[config.mk]
export PLATFORM = sky130hd
export DESIGN_NAME = cpu_hazard_scoreboard
export DESIGN_NICKNAME = d
export VERILOG_FILES = /design/src/rtl/cpu_hazard_scoreboard.sv
export SDC_FILE = /design/constraint.sdc
export NUM_CORES = 1
export LEC_CHECK = 0
export BUFFER_PORTS_ARGS = -buffer_cell sky130_fd_sc_hd__buf_2
export CORE_ASPECT_RATIO = 2
export CORE_UTILIZATION = 57
export CTS_BUF_LIST = sky130_fd_sc_hd__clkbuf_4
export DETAILED_ROUTE_END_ITERATION = 8
export PLACE_DENSITY_LB_ADDON = 0.3
export SLEW_MARGIN = 20
export SYNTH_ARGS = -nofsm -noshare
export SYNTH_HDL_FRONTEND = slang
export SYNTH_SLANG_ARGS = --single-unit
export TNS_END_PERCENT = 1
[constraint.sdc]
create_clock -name clock -period 4.7 [get_ports clock]
set_clock_uncertainty 0.1 [all_clocks]
set_input_delay 0.235 -clock clock [delete_from_list [all_inputs] [get_ports clock]]
set_output_delay 0.235 -clock clock [all_outputs]
set_load 0.02 [all_outputs]
[src/rtl/cpu_hazard_scoreboard.sv]
// Register-hazard scoreboard: per-register pending-write counters that stall decode on RAW hazards.
// Optional feature: define SCOREBOARD_BYPASS_EN to let decode proceed when the last pending write retires this cycle.
module cpu_hazard_scoreboard #(
  parameter int CNT_W = 2
) (
  input  logic        clock,
  input  logic        reset,
  input  logic        flush,
  input  logic        check_valid,
  input  logic [4:0]  check_rs,
  input  logic [4:0]  check_rt,
  output logic        reg_stall,
  input  logic        issue_valid,
  input  logic [4:0]  issue_rd,
  output logic        issue_ready,
  input  logic        wb_valid,
  input  logic [4:0]  wb_rd,
  output logic [31:0] busy,
  output logic [7:0]  inflight_count,
  output logic        underflow_err
);

  localparam logic [CNT_W-1:0] CNT_MAX = '1;
  localparam logic [CNT_W-1:0] CNT_ONE = CNT_W'(1);
  localparam logic [CNT_W-1:0] CNT_ZERO = '0;

  logic [CNT_W-1:0] cnt      [32];
  logic [CNT_W-1:0] cnt_next [32];
  logic [31:0]      busy_next;
  logic [7:0]       inflight_next;

  logic issue_acc;
  logic wb_hit;
  logic wb_acc;
  logic wb_under;
  logic same_reg;
  logic pend_rs;
  logic pend_rt;

  // Register 0 is hardwired: it never pends and never saturates.
  function automatic logic pend(input logic [4:0] r);
    logic p;
    p = (r != 5'd0) && (cnt[r] != CNT_ZERO);
`ifdef SCOREBOARD_BYPASS_EN
    if (cnt[r] == CNT_ONE && wb_valid && wb_rd == r)
      p = 1'b0;
`endif
    return p;
  endfunction

  always_comb begin
    issue_ready = (issue_rd == 5'd0) || (cnt[issue_rd] != CNT_MAX);
    issue_acc   = issue_valid && issue_ready && (issue_rd != 5'd0);
    wb_hit      = wb_valid && (wb_rd != 5'd0);
    wb_acc      = wb_hit && (cnt[wb_rd] != CNT_ZERO);
    wb_under    = wb_hit && (cnt[wb_rd] == CNT_ZERO);
    same_reg    = issue_acc && wb_acc && (issue_rd == wb_rd);
    pend_rs     = pend(check_rs);
    pend_rt     = pend(check_rt);
    reg_stall   = check_valid && (pend_rs || pend_rt);
  end

  // An issue and a retire to the same register cancel, so neither counter nor total moves.
  always_comb begin
    for (int i = 0; i < 32; i++)
      cnt_next[i] = cnt[i];
    if (issue_acc && !same_reg)
      cnt_next[issue_rd] = cnt[issue_rd] + CNT_ONE;
    if (wb_acc && !same_reg)
      cnt_next[wb_rd] = cnt[wb_rd] - CNT_ONE;
    cnt_next[0] = CNT_ZERO;

    busy_next = '0;
    for (int i = 1; i < 32; i++)
      busy_next[i] = (cnt_next[i] != CNT_ZERO);

    inflight_next = inflight_count + {7'd0, issue_acc} - {7'd0, wb_acc};
  end

  always_ff @(posedge clock) begin
    if (reset) begin
      for (int i = 0; i < 32; i++)
        cnt[i] <= CNT_ZERO;
      busy           <= '0;
      inflight_count <= '0;
      underflow_err  <= 1'b0;
    end else if (flush) begin
      for (int i = 0; i < 32; i++)
        cnt[i] <= CNT_ZERO;
      busy           <= '0;
      inflight_count <= '0;
    end else begin
      for (int i = 0; i < 32; i++)
        cnt[i] <= cnt_next[i];
      busy           <= busy_next;
      inflight_count <= inflight_next;
      if (wb_under)
        underflow_err <= 1'b1;
    end
  end

endmodule

## Yosys cells after proc, flatten, opt, wreduce, memory -nomap -nowiden

Memories as Yosys holds them, arrays and structs flattened.
Index checks and enable logic that the tools add are counted.

- Flip-flop bits (word level): 41
- Memory bits (writable): 64
- Bits of input ports: 26
- Output and inout port bits: 43
- Memories kept: 1

Memory list:

| name | words | width | read ports | clocked after Yosys merged registers in | write ports | RTL line | source |
|---|---|---|---|---|---|---|---|
| cnt | 32 | 2 | 36 | 0 | 32 | 27 | `logic [CNT_W-1:0] cnt [32];` |

- Add/sub/neg operators: 4
- Magnitude comparators: 4
- Eq/ne operators: 2
- Muxes and demuxes: 80
- Bitwise operators: 67
- Reduce and logical (&&, ||, !) cells: 59

Operator list:

| kind | count |
|---|---|
| 2-to-1 mux 2 bit | 66 |
| bitwise mux 64 bit | 2 |
| nonzero test 2 bit | 34 |
| 2-to-1 mux 64 bit | 1 |
| bitwise OR 1 bit | 64 |
| 2-to-1 mux 62 bit | 1 |
| demux 2 bit (select 5 bit) | 2 |
| nonzero test 5 bit | 4 |
| logical AND 1 bit | 14 |
| >= comparator 6 bit, second input constant | 2 |
| < comparator 6 x 1 -> 1 bit, second input constant | 2 |
| NOT 5 -> 6 bit | 2 |
| adder 8 x 1 -> 8 bit | 1 |
| 2-to-1 mux 1 bit | 8 |
| subtractor 8 x 1 -> 8 bit | 1 |
| == test 5 bit | 1 |
| logical NOT 5 bit | 1 |
| adder 2 x 1 -> 2 bit, second input constant | 1 |
| logical NOT 2 bit | 1 |
| logical OR 1 bit | 2 |
| inequality test 2 bit, second input constant | 1 |
| AND reduction 2 bit | 1 |
| OR reduction 2 bit | 1 |
| subtractor 2 x 1 -> 2 bit, second input constant | 1 |
| 2 further kinds | 2 |

## Longest topological paths before layout

Gate-level depths: netlist (run 1).
An unclocked memory read counts as a cell.

- Depth after elaboration: 13
- Gate-level depth with buffers: 24

## Worst setup path before layout (run 1)

No wires, ideal clock.

- Kind: in2reg
- Start point: input issue_rd[0]
- End point: register inflight_count[7]
- Arrival: 4178 ps
- Slack: 288 ps
- Stages on the path: 20
- Cells stage by stage: buf_6 -> buf_2 -> buf_1 -> mux4_2 -> a32oi_1 -> nand4_1 -> ha_1 -> nand2b_1 -> buf_1 -> a21oi_4 -> inv_1 -> ha_1 -> inv_1 -> ha_1 -> a21o_1 -> a21oi_1 -> o21ai_0 -> a2111oi_0 -> o31a_1 -> nor3_1

- Cells in the longest elaborated chain, start to end: 7
- Elaborated cells between the ends (all ways): 9
- Classes of those cells: add/sub (2); eq/ne (1); reduce/logical (5); memory (1)

Ends and longest elaborated chain:

| item | RTL line | source |
|---|---|---|
| start, declared | 14 | `input logic [4:0] issue_rd,` |
| memory read (32 x 2 bit) | - |  |
| inequality test 2 bit | 52 | `issue_ready = (issue_rd == 5'd0) \|\| (cnt[issue_rd] != CNT_MAX);` |
| logical OR 1 bit | 52 |  |
| logical AND 1 bit | 53 | `issue_acc = issue_valid && issue_ready && (issue_rd != 5'd0);` |
| logical AND 1 bit * | 53 |  |
| adder 8 x 1 -> 8 bit * | 77 | `inflight_next = inflight_count + {7'd0, issue_acc} - {7'd0, wb_acc};` |
| subtractor 8 x 1 -> 8 bit * | 77 |  |
| end signal, assigned | 96 | `inflight_count <= inflight_next;` |
| end, declared | 19 | `output logic [7:0] inflight_count,` |

Every way passes the cells marked *; elsewhere a longest branch is shown, timed or not.
A chain may end at the register's enable or synchronous reset.

==> flow_metrics.py, run 1 <==
metrics = {
    "status": {
        "status": "complete, but fails checks",
        "failed_checks": "DRC",
    },
    "grt": {
        "overflow": 0,
        "antenna_found_initial": 1,
        "grt_max_degree": 54,
        "grt_pass1_wl_mm": 43.39,
        "grt_util_all_layers_pct": 41.53,
        "first_global_vias": 7458,
    },
    "worst_hold_path": {
        "worstHoldPathCells": 4,
        "holdCritPathClass": "primary input to register",
    },
    "final_layout": {
        "fin_area_mm2": 0.008790,
        "syn_to_final_growth_pct": 12.17,
        "drive_gt1_share_pct": 22.89,
        "fin_nets": 981,
        "final_util_pct": 65.41,
    },
    "logic_synthesis": {
        "async_reset_ff_share_pct": 0,
        "synth_compound_area_share_pct": 25.26,
        "synth_area_per_cell_um2": 9.603,
        "syn_area_mm2": 0.007836,
        "synth-adder-area-share_pct": 2.012,
        "synth_top_family_by_area": "compound AO/OA/AOI/OAI gates",
        "synthSimpleGateAreaFrac_pct": 16.97,
        "synth_top_area_share_pct": 23.76,
        "synth_xor_area_share_pct": 1.134,
        "synth_cell_type_count": 84,
        "synth_area_leaders": "edfxtp_1 (24%), dfxtp_1 (10%), mux4_2 (7.5%)",
        "yosys_warnings": 0,
        "synth.largest_area_cell": "edfxtp_1",
        "synth_cells": 816,
        "ys_seq_area_share_pct": 33.98,
        "synth_commonest_cells": "nor2_1 (71), edfxtp_1 (62), o21ai_0 (60)",
        "yosysMostFrequentCell": "nor2_1",
        "synth_edf_count": 62,
        "synth-main-ff-cell": "edfxtp_1",
        "ys_ff_latch": 102,
        "synthMuxAreaShare_pct": 14.50,
    },
    "setup_path": {
        "start_kind": "register",
        "worstRegToRegCells": 16,
        "criticalPathCategory": "register to register",
        "r2r-end": "busy[16]",
        "cpLargestDelayFamily": "compound AO/OA/AOI/OAI gates",
        "max_stage_delay_ns": 1.11,
        "path_cells": "mux4_2, nand2_1, o21ai_0, a221oi_1, and3_1, ha_1, nor2b_1, o21ai_1, inv_1, ha_1, and2_1, a2111oi_0, buf_4, and2_1, a211oi_2, o21bai_1",
        "startpoint": "cnt[24][1]",
        "cp.arrival_ns": 4.82,
        "cp_slowest_cell": "a2111oi_0",
        "r2r_setup_slack_ns": 0.17,
        "cp.required_ns": 4.99,
        "path_depth": 16,
        "r2r-start": "cnt[24][1]",
        "cp_max_fo": 4,
        "worst-path-buf-inv": 2,
        "cp-end-kind": "register",
        "setup.worst_path.end": "busy[16]",
    },
    "sta": {
        "slew-limit-headroom_pct": 12.42,
        "slew_violations": 0,
        "worstMarginPinSlew_ns": 1.281,
        "finalCritPeriodShare_pct": 96.42,
        "finalHoldViolCount": 0,
        "rsz0062_at_grt": "false",
        "setup_violations": 0,
        "fin_ws_ns": 0.1681,
        "min_period_ns": 4.532,
        "whs_ns": 0.2990,
        "tns_ns": 0,
        "max_freq_ghz": 0.2207,
    },
    "clock_network": {
        "cts_tree": "built",
        "numCtsBuffers": 9,
        "cts_setup_buffers": 0,
        "root_buffer": "clkbuf_4",
        "clk_latency_ns": 0.49,
        "clk_pin_slew_ns": 0.18,
        "h-tree-depth": 3,
        "numClockSinks": 102,
        "cts_buffer_depth": 2,
    },
    "placement": {
        "place_ws_ns": 0.2131,
        "gp_congestion": 1.077,
        "hpwl_mm": 22.30,
        "place_area_mm2": 0.008640,
        "io_buffers": 67,
    },
    "floorplan": {
        "die_y_um": 167.8,
        "io_pins": 69,
        "core-area_mm2": 0.01344,
        "die_x_um": 84.91,
        "dieArea_mm2": 0.01425,
        "start_util_pct": 58.31,
        "row_count": 60,
    },
    "drt": {
        "via_per_inst": 6.841,
        "vias": 7553,
        "wl_mm": 28.99,
        "ant_nets": 0,
        "drcViolationCount": 4,
        "wl_per_cell_um": 26.25,
        "drt_iter0_drc": 767,
        "dr.pass1.iters": 8,
    },
    "power": {
        "peakVddDrop_mv": 0.2155,
        "cellLeakagePower_nw": 3.567,
        "p_per_area_mw_per_mm2": 263.2,
    },
    "run": {
        "maxCapViolCount": 0,
    },
}
## registers in the layout, summed over array words and instances (netlist names)
| name | cells |
|---|---|
| busy | 31 |
| cnt | 62 |
| underflow_err | 1 |
| inflight_count | 8 |
## cell families (layout without fill, tap and decap cells)
logic type      Yosys count  after routing
flops                   102            102
mux                      80             80
xor+xnor                  8              8
simple gates            255            255
other cells               2             64
compound gates          267            267
buf+inv                  90            161
fa+ha+maj                12             12
## repair_timing
| item | 4_1_cts | 5_1_grt |
|---|---|---|
| hold endpoints to repair | 1 | 0 |
| gates resized for setup | 0 | 1 |
| hold buffers | 2 | 0 |
| endpoints found under the setup margin | 0 | 1 |
## worst register-to-register path, stage by stage (launching register included)
cell and delay [ns]:
edfxtp_1 0.56, mux4_2 0.50, nand2_1 0.10, o21ai_0 0.07
a221oi_1 0.20, and3_1 0.20, ha_1 0.18, nor2b_1 0.07
o21ai_1 0.18, inv_1 0.11, ha_1 0.25, and2_1 0.18
a2111oi_0 1.11, buf_4 0.26, and2_1 0.14, a211oi_2 0.05
o21bai_1 0.19
## how the worst min path moves through the flow
| stage | start | to | slack, ns |
|---|---|---|---|
| final | flush | busy[29] | 0.30 |
| after global routing | flush | busy[29] | 0.30 |
| after CTS | flush | busy[29] | 0.28 |
| after detailed placement | reset | underflow_err | 0.33 |
| after global placement | reset | underflow_err | 0.33 |
| after floorplan | reset | underflow_err | 0.21 |
## cells in the final DEF, fill, tap and decap left out, types with 11 or more instances in the layout
cell	instances
buf_2	67
and3_1	14
nor3_1	24
ha_1	11
buf_4	53
edfxtp_1	62
and2_1	17
o21ai_0	60
nor2_1	70
conb_1	63
inv_1	20
nand2_1	51
dfxtp_1	40
o21bai_1	15
a21oi_1	39
nand4_1	14
mux2i_1	49
mux4_2	26
a211oi_2	11
o311a_1	15
o211a_1	12
## where the power goes
part	switching [mW]	internal [mW]	total [mW]
clock network	0.339	0.116	0.455
registers	0.0632	1.01	1.08
logic	0.497	0.285	0.782
## area by class of cell
cell class / count / area, um2
Multi-Input combinational cell: 685 / 4932
Fill cell: 1166 / 4648
Sequential cell: 102 / 2663
Timing Repair Buffer: 124 / 793.3
Tap cell: 155 / 193.9
Inverter: 21 / 78.83
Clock buffer: 9 / 67.56
Clock inverter: 7 / 58.81
Antenna cell: 1 / 2.502
## routing by layer
| metal | track usage (%) | share of wire (%) | vias up | routed length, um |
|---|---|---|---|---|
| met4 | 32.57 | 9.3 | 0 | 2708 |
| met2 | 71.30 | 49 | 477 | 14150 |
| met3 | 5.735 | 7.2 | 141 | 2079 |
| li1 | - | - | 3339 | - |
| met1 | 45.48 | 35 | 3596 | 10050 |
| met5 | 0 | 0 | - | 0 |
## per-stage QoR
| stage | total power [mW] | std cells |
|---|---|---|
| finish | 2.313 | 1104 |
| global route | 2.385 | 1104 |
| global placement | 1.846 | 1085 |
| CTS | 2.299 | 1103 |
| floorplan | 1.584 | 877 |
| detailed placement | 1.850 | 1085 |
(Power assumes the default switching activity.)
==> run 2: changes to the inputs <==
--- a/config.mk
+++ b/config.mk
@@ -6,8 +6,10 @@
 export NUM_CORES = 1
 export LEC_CHECK = 0
 export BUFFER_PORTS_ARGS = -buffer_cell sky130_fd_sc_hd__buf_2
+export CELL_PAD_IN_SITES_DETAIL_PLACEMENT = 1
+export CELL_PAD_IN_SITES_GLOBAL_PLACEMENT = 2
 export CORE_ASPECT_RATIO = 2
-export CORE_UTILIZATION = 57
+export CORE_UTILIZATION = 36
 export CTS_BUF_LIST = sky130_fd_sc_hd__clkbuf_4
 export DETAILED_ROUTE_END_ITERATION = 8
 export PLACE_DENSITY_LB_ADDON = 0.3
==> run 2 against run 1 <==
  * The flow now finishes without violations
  * Highest routed layer unchanged
  * Critical endpoint is now busy[3]
  * Global-route usage shrank 11 points
  * Worst setup slack gained 0.15 ns
  * Via count shrank 1.7%
==> flow_metrics.py, run 2 (synthesis gave the netlist of run 1 again) <==
metrics = {
    "clock_network": {
        "clk_latency_ns": 0.53,
        "numCtsBuffers": 9,
        "numClockSinks": 102,
        "clk_pin_slew_ns": 0.16,
        "h-tree-depth": 3,
        "cts_tree": "built",
        "root_buffer": "clkbuf_4",
        "cts_buffer_depth": 2,
        "cts_setup_buffers": 0,
    },
    "floorplan": {
        "start_util_pct": 36.63,
        "die_y_um": 210.7,
        "dieArea_mm2": 0.02240,
        "core-area_mm2": 0.02140,
        "io_pins": 69,
        "die_x_um": 106.3,
        "row_count": 76,
    },
    "setup_path": {
        "r2r_setup_slack_ns": 0.32,
        "worstRegToRegCells": 17,
        "start_kind": "register",
        "r2r-end": "busy[3]",
        "cp_slowest_cell": "edfxtp_1",
        "worst-path-buf-inv": 3,
        "max_stage_delay_ns": 0.55,
        "r2r-start": "cnt[24][1]",
        "path_cells": "mux4_2, nand2_1, o21ai_0, a221oi_1, and3_1, ha_1, nor2b_1, o21ai_1, inv_1, ha_1, nand2_1, buf_4, o211ai_2, buf_12, or3_1, a31oi_1, o21bai_1",
        "cp.required_ns": 5.05,
        "cp-end-kind": "register",
        "criticalPathCategory": "register to register",
        "cpLargestDelayFamily": "compound AO/OA/AOI/OAI gates",
        "cp_max_fo": 14,
        "cp.arrival_ns": 4.73,
    },
    "power": {
        "p_int_mw": 1.430,
        "pwr-share-seq_pct": 46.3,
        "peakVddDrop_mv": 0.1862,
        "power_mw": 2.323,
        "power.share.combinational_pct": 35.4,
        "cellLeakagePower_nw": 3.654,
        "p_sw_share_pct": 38.42,
        "p_per_area_mw_per_mm2": 256.3,
        "power.net_switching_uw": 892.5,
        "p_clk_share_pct": 18.3,
    },
    "worst_hold_path": {
        "min_from": "issue_rd[2]",
        "min_to": "busy[29]",
        "worstHoldPathCells": 4,
        "holdCritPathClass": "primary input to register",
    },
    "sta": {
        "max_freq_ghz": 0.2281,
        "finalCritPeriodShare_pct": 93.28,
        "setup_violations": 0,
        "slew_violations": 0,
        "worstMarginPinSlew_ns": 0.8740,
        "finalHoldViolCount": 0,
        "whs_ns": 0.3628,
        "slew-limit-headroom_pct": 41.73,
        "min_period_ns": 4.384,
        "tns_ns": 0,
        "rsz0062_at_grt": "false",
    },
    "drt": {
        "drcViolationCount": 0,
        "via_per_inst": 5.999,
        "wl_mm": 32.83,
        "wl_per_cell_um": 26.52,
        "ant_nets": 0,
        "vias": 7427,
        "dr.pass1.iters": 5,
        "drt_iter0_drc": 493,
    },
    "final_layout": {
        "fin_nets": 998,
        "multi_input_area_mm2": 0.004947,
        "syn_to_final_growth_pct": 15.66,
        "num-fill-cells": 2570,
        "drive_gt1_share_pct": 24.27,
        "mostFrequentLayoutCells": "nor2_1 (70), buf_4 (69), buf_2 (67)",
        "top_regs": "cnt: 62 flops, busy: 31 flops, inflight_count: 8 flops",
        "largest_reg_flops": 62,
        "final_common_cell": "nor2_1",
        "regArea_mm2": 0.002663,
        "regMostFlops": "cnt",
    },
    "grt": {
        "first_global_vias": 7647,
        "grt_max_degree": 39,
        "antenna_found_initial": 1,
        "grt_util_all_layers_pct": 30.17,
        "overflow": 0,
        "grt_pass1_wl_mm": 48.27,
    },
    "status": {
        "status": "complete, no violations",
    },
    "placement": {
        "gp_congestion": 1.052,
        "hpwl_mm": 26.19,
        "io_buffers": 67,
    },
    "run": {
        "maxCapViolCount": 0,
    },
}
[run 2: timing repair]
action	4_1_cts	5_1_grt
resized for setup	0	2
hold buffers	3	0
endpoints found under the setup margin	0	1
endpoints found under the hold margin	2	0
[run 2: how the worst max path moves through the flow]
stage | from | endpoint | slack (ns) | cells after the start
after floorplan | issue_rd[0] | inflight_count[7] | 0.29 | 20
after global placement | issue_rd[1] | inflight_count[7] | 0.21 | 19
after detailed placement | issue_rd[1] | inflight_count[7] | 0.09 | 19
after CTS | cnt[1][0] | inflight_count[7] | 0.25 | 18
after global routing | cnt[1][0] | inflight_count[7] | 0.09 | 18
final | cnt[24][1] | busy[3] | 0.32 | 17
[run 2: through the flow]
stage	util [%]	setup WS [ns]	instance area, um2	cells
after floorplan	-	0.2875	8065	877
after global placement	41.68	0.2065	8917	1219
after detailed placement	41.68	0.08546	8917	1219
after CTS	42.32	0.2542	9055	1237
after global routing	42.36	0.08763	9064	1238
final	42.36	0.3159	9064	1238
[run 2: final cells by class]
class | instances | area share [%]
multi-input cells | 685 | 54.58
inverters | 21 | 0.8697
flip-flops and latches | 102 | 29.38
well taps | 273 | 3.769
clock buffers | 11 | 0.9111
clock inverters | 4 | 0.2761
diodes | 1 | 0.02761
repair buffers | 141 | 10.19
[run 2: routing by layer]
| layer | share of wire (%) | track usage, % | vias up |
|---|---|---|---|
| met3 | 3.6 | 3.703 | 97 |
| met5 | 0 | 0 | - |
| met1 | 36 | 31.84 | 3713 |
| li1 | - | - | 3364 |
| met2 | 52 | 53.67 | 253 |
| met4 | 8.2 | 23.13 | 0 |
[run 2: worst reg2reg max path, cell delays in order (launching register included)]
cell and delay, ns:
edfxtp_1 0.55, mux4_2 0.49, nand2_1 0.11, o21ai_0 0.15, a221oi_1 0.23, and3_1 0.21
ha_1 0.23, nor2b_1 0.08, o21ai_1 0.11, inv_1 0.09, ha_1 0.24, nand2_1 0.34
buf_4 0.24, o211ai_2 0.22, buf_12 0.23, or3_1 0.31, a31oi_1 0.22, o21bai_1 0.16
[run 2: power by group through the flow]
| stage | clock network [mW] | registers (mW) | logic (mW) |
|---|---|---|---|
| 2_1_floorplan | 0 | 1.11 | 0.478 |
| 3_3_place_gp | 0 | 1.10 | 0.803 |
| 3_5_place_dp | 0 | 1.09 | 0.808 |
| 4_1_cts | 0.450 | 1.07 | 0.814 |
| 5_1_grt | 0.467 | 1.08 | 0.882 |
| 6_report | 0.426 | 1.08 | 0.822 |
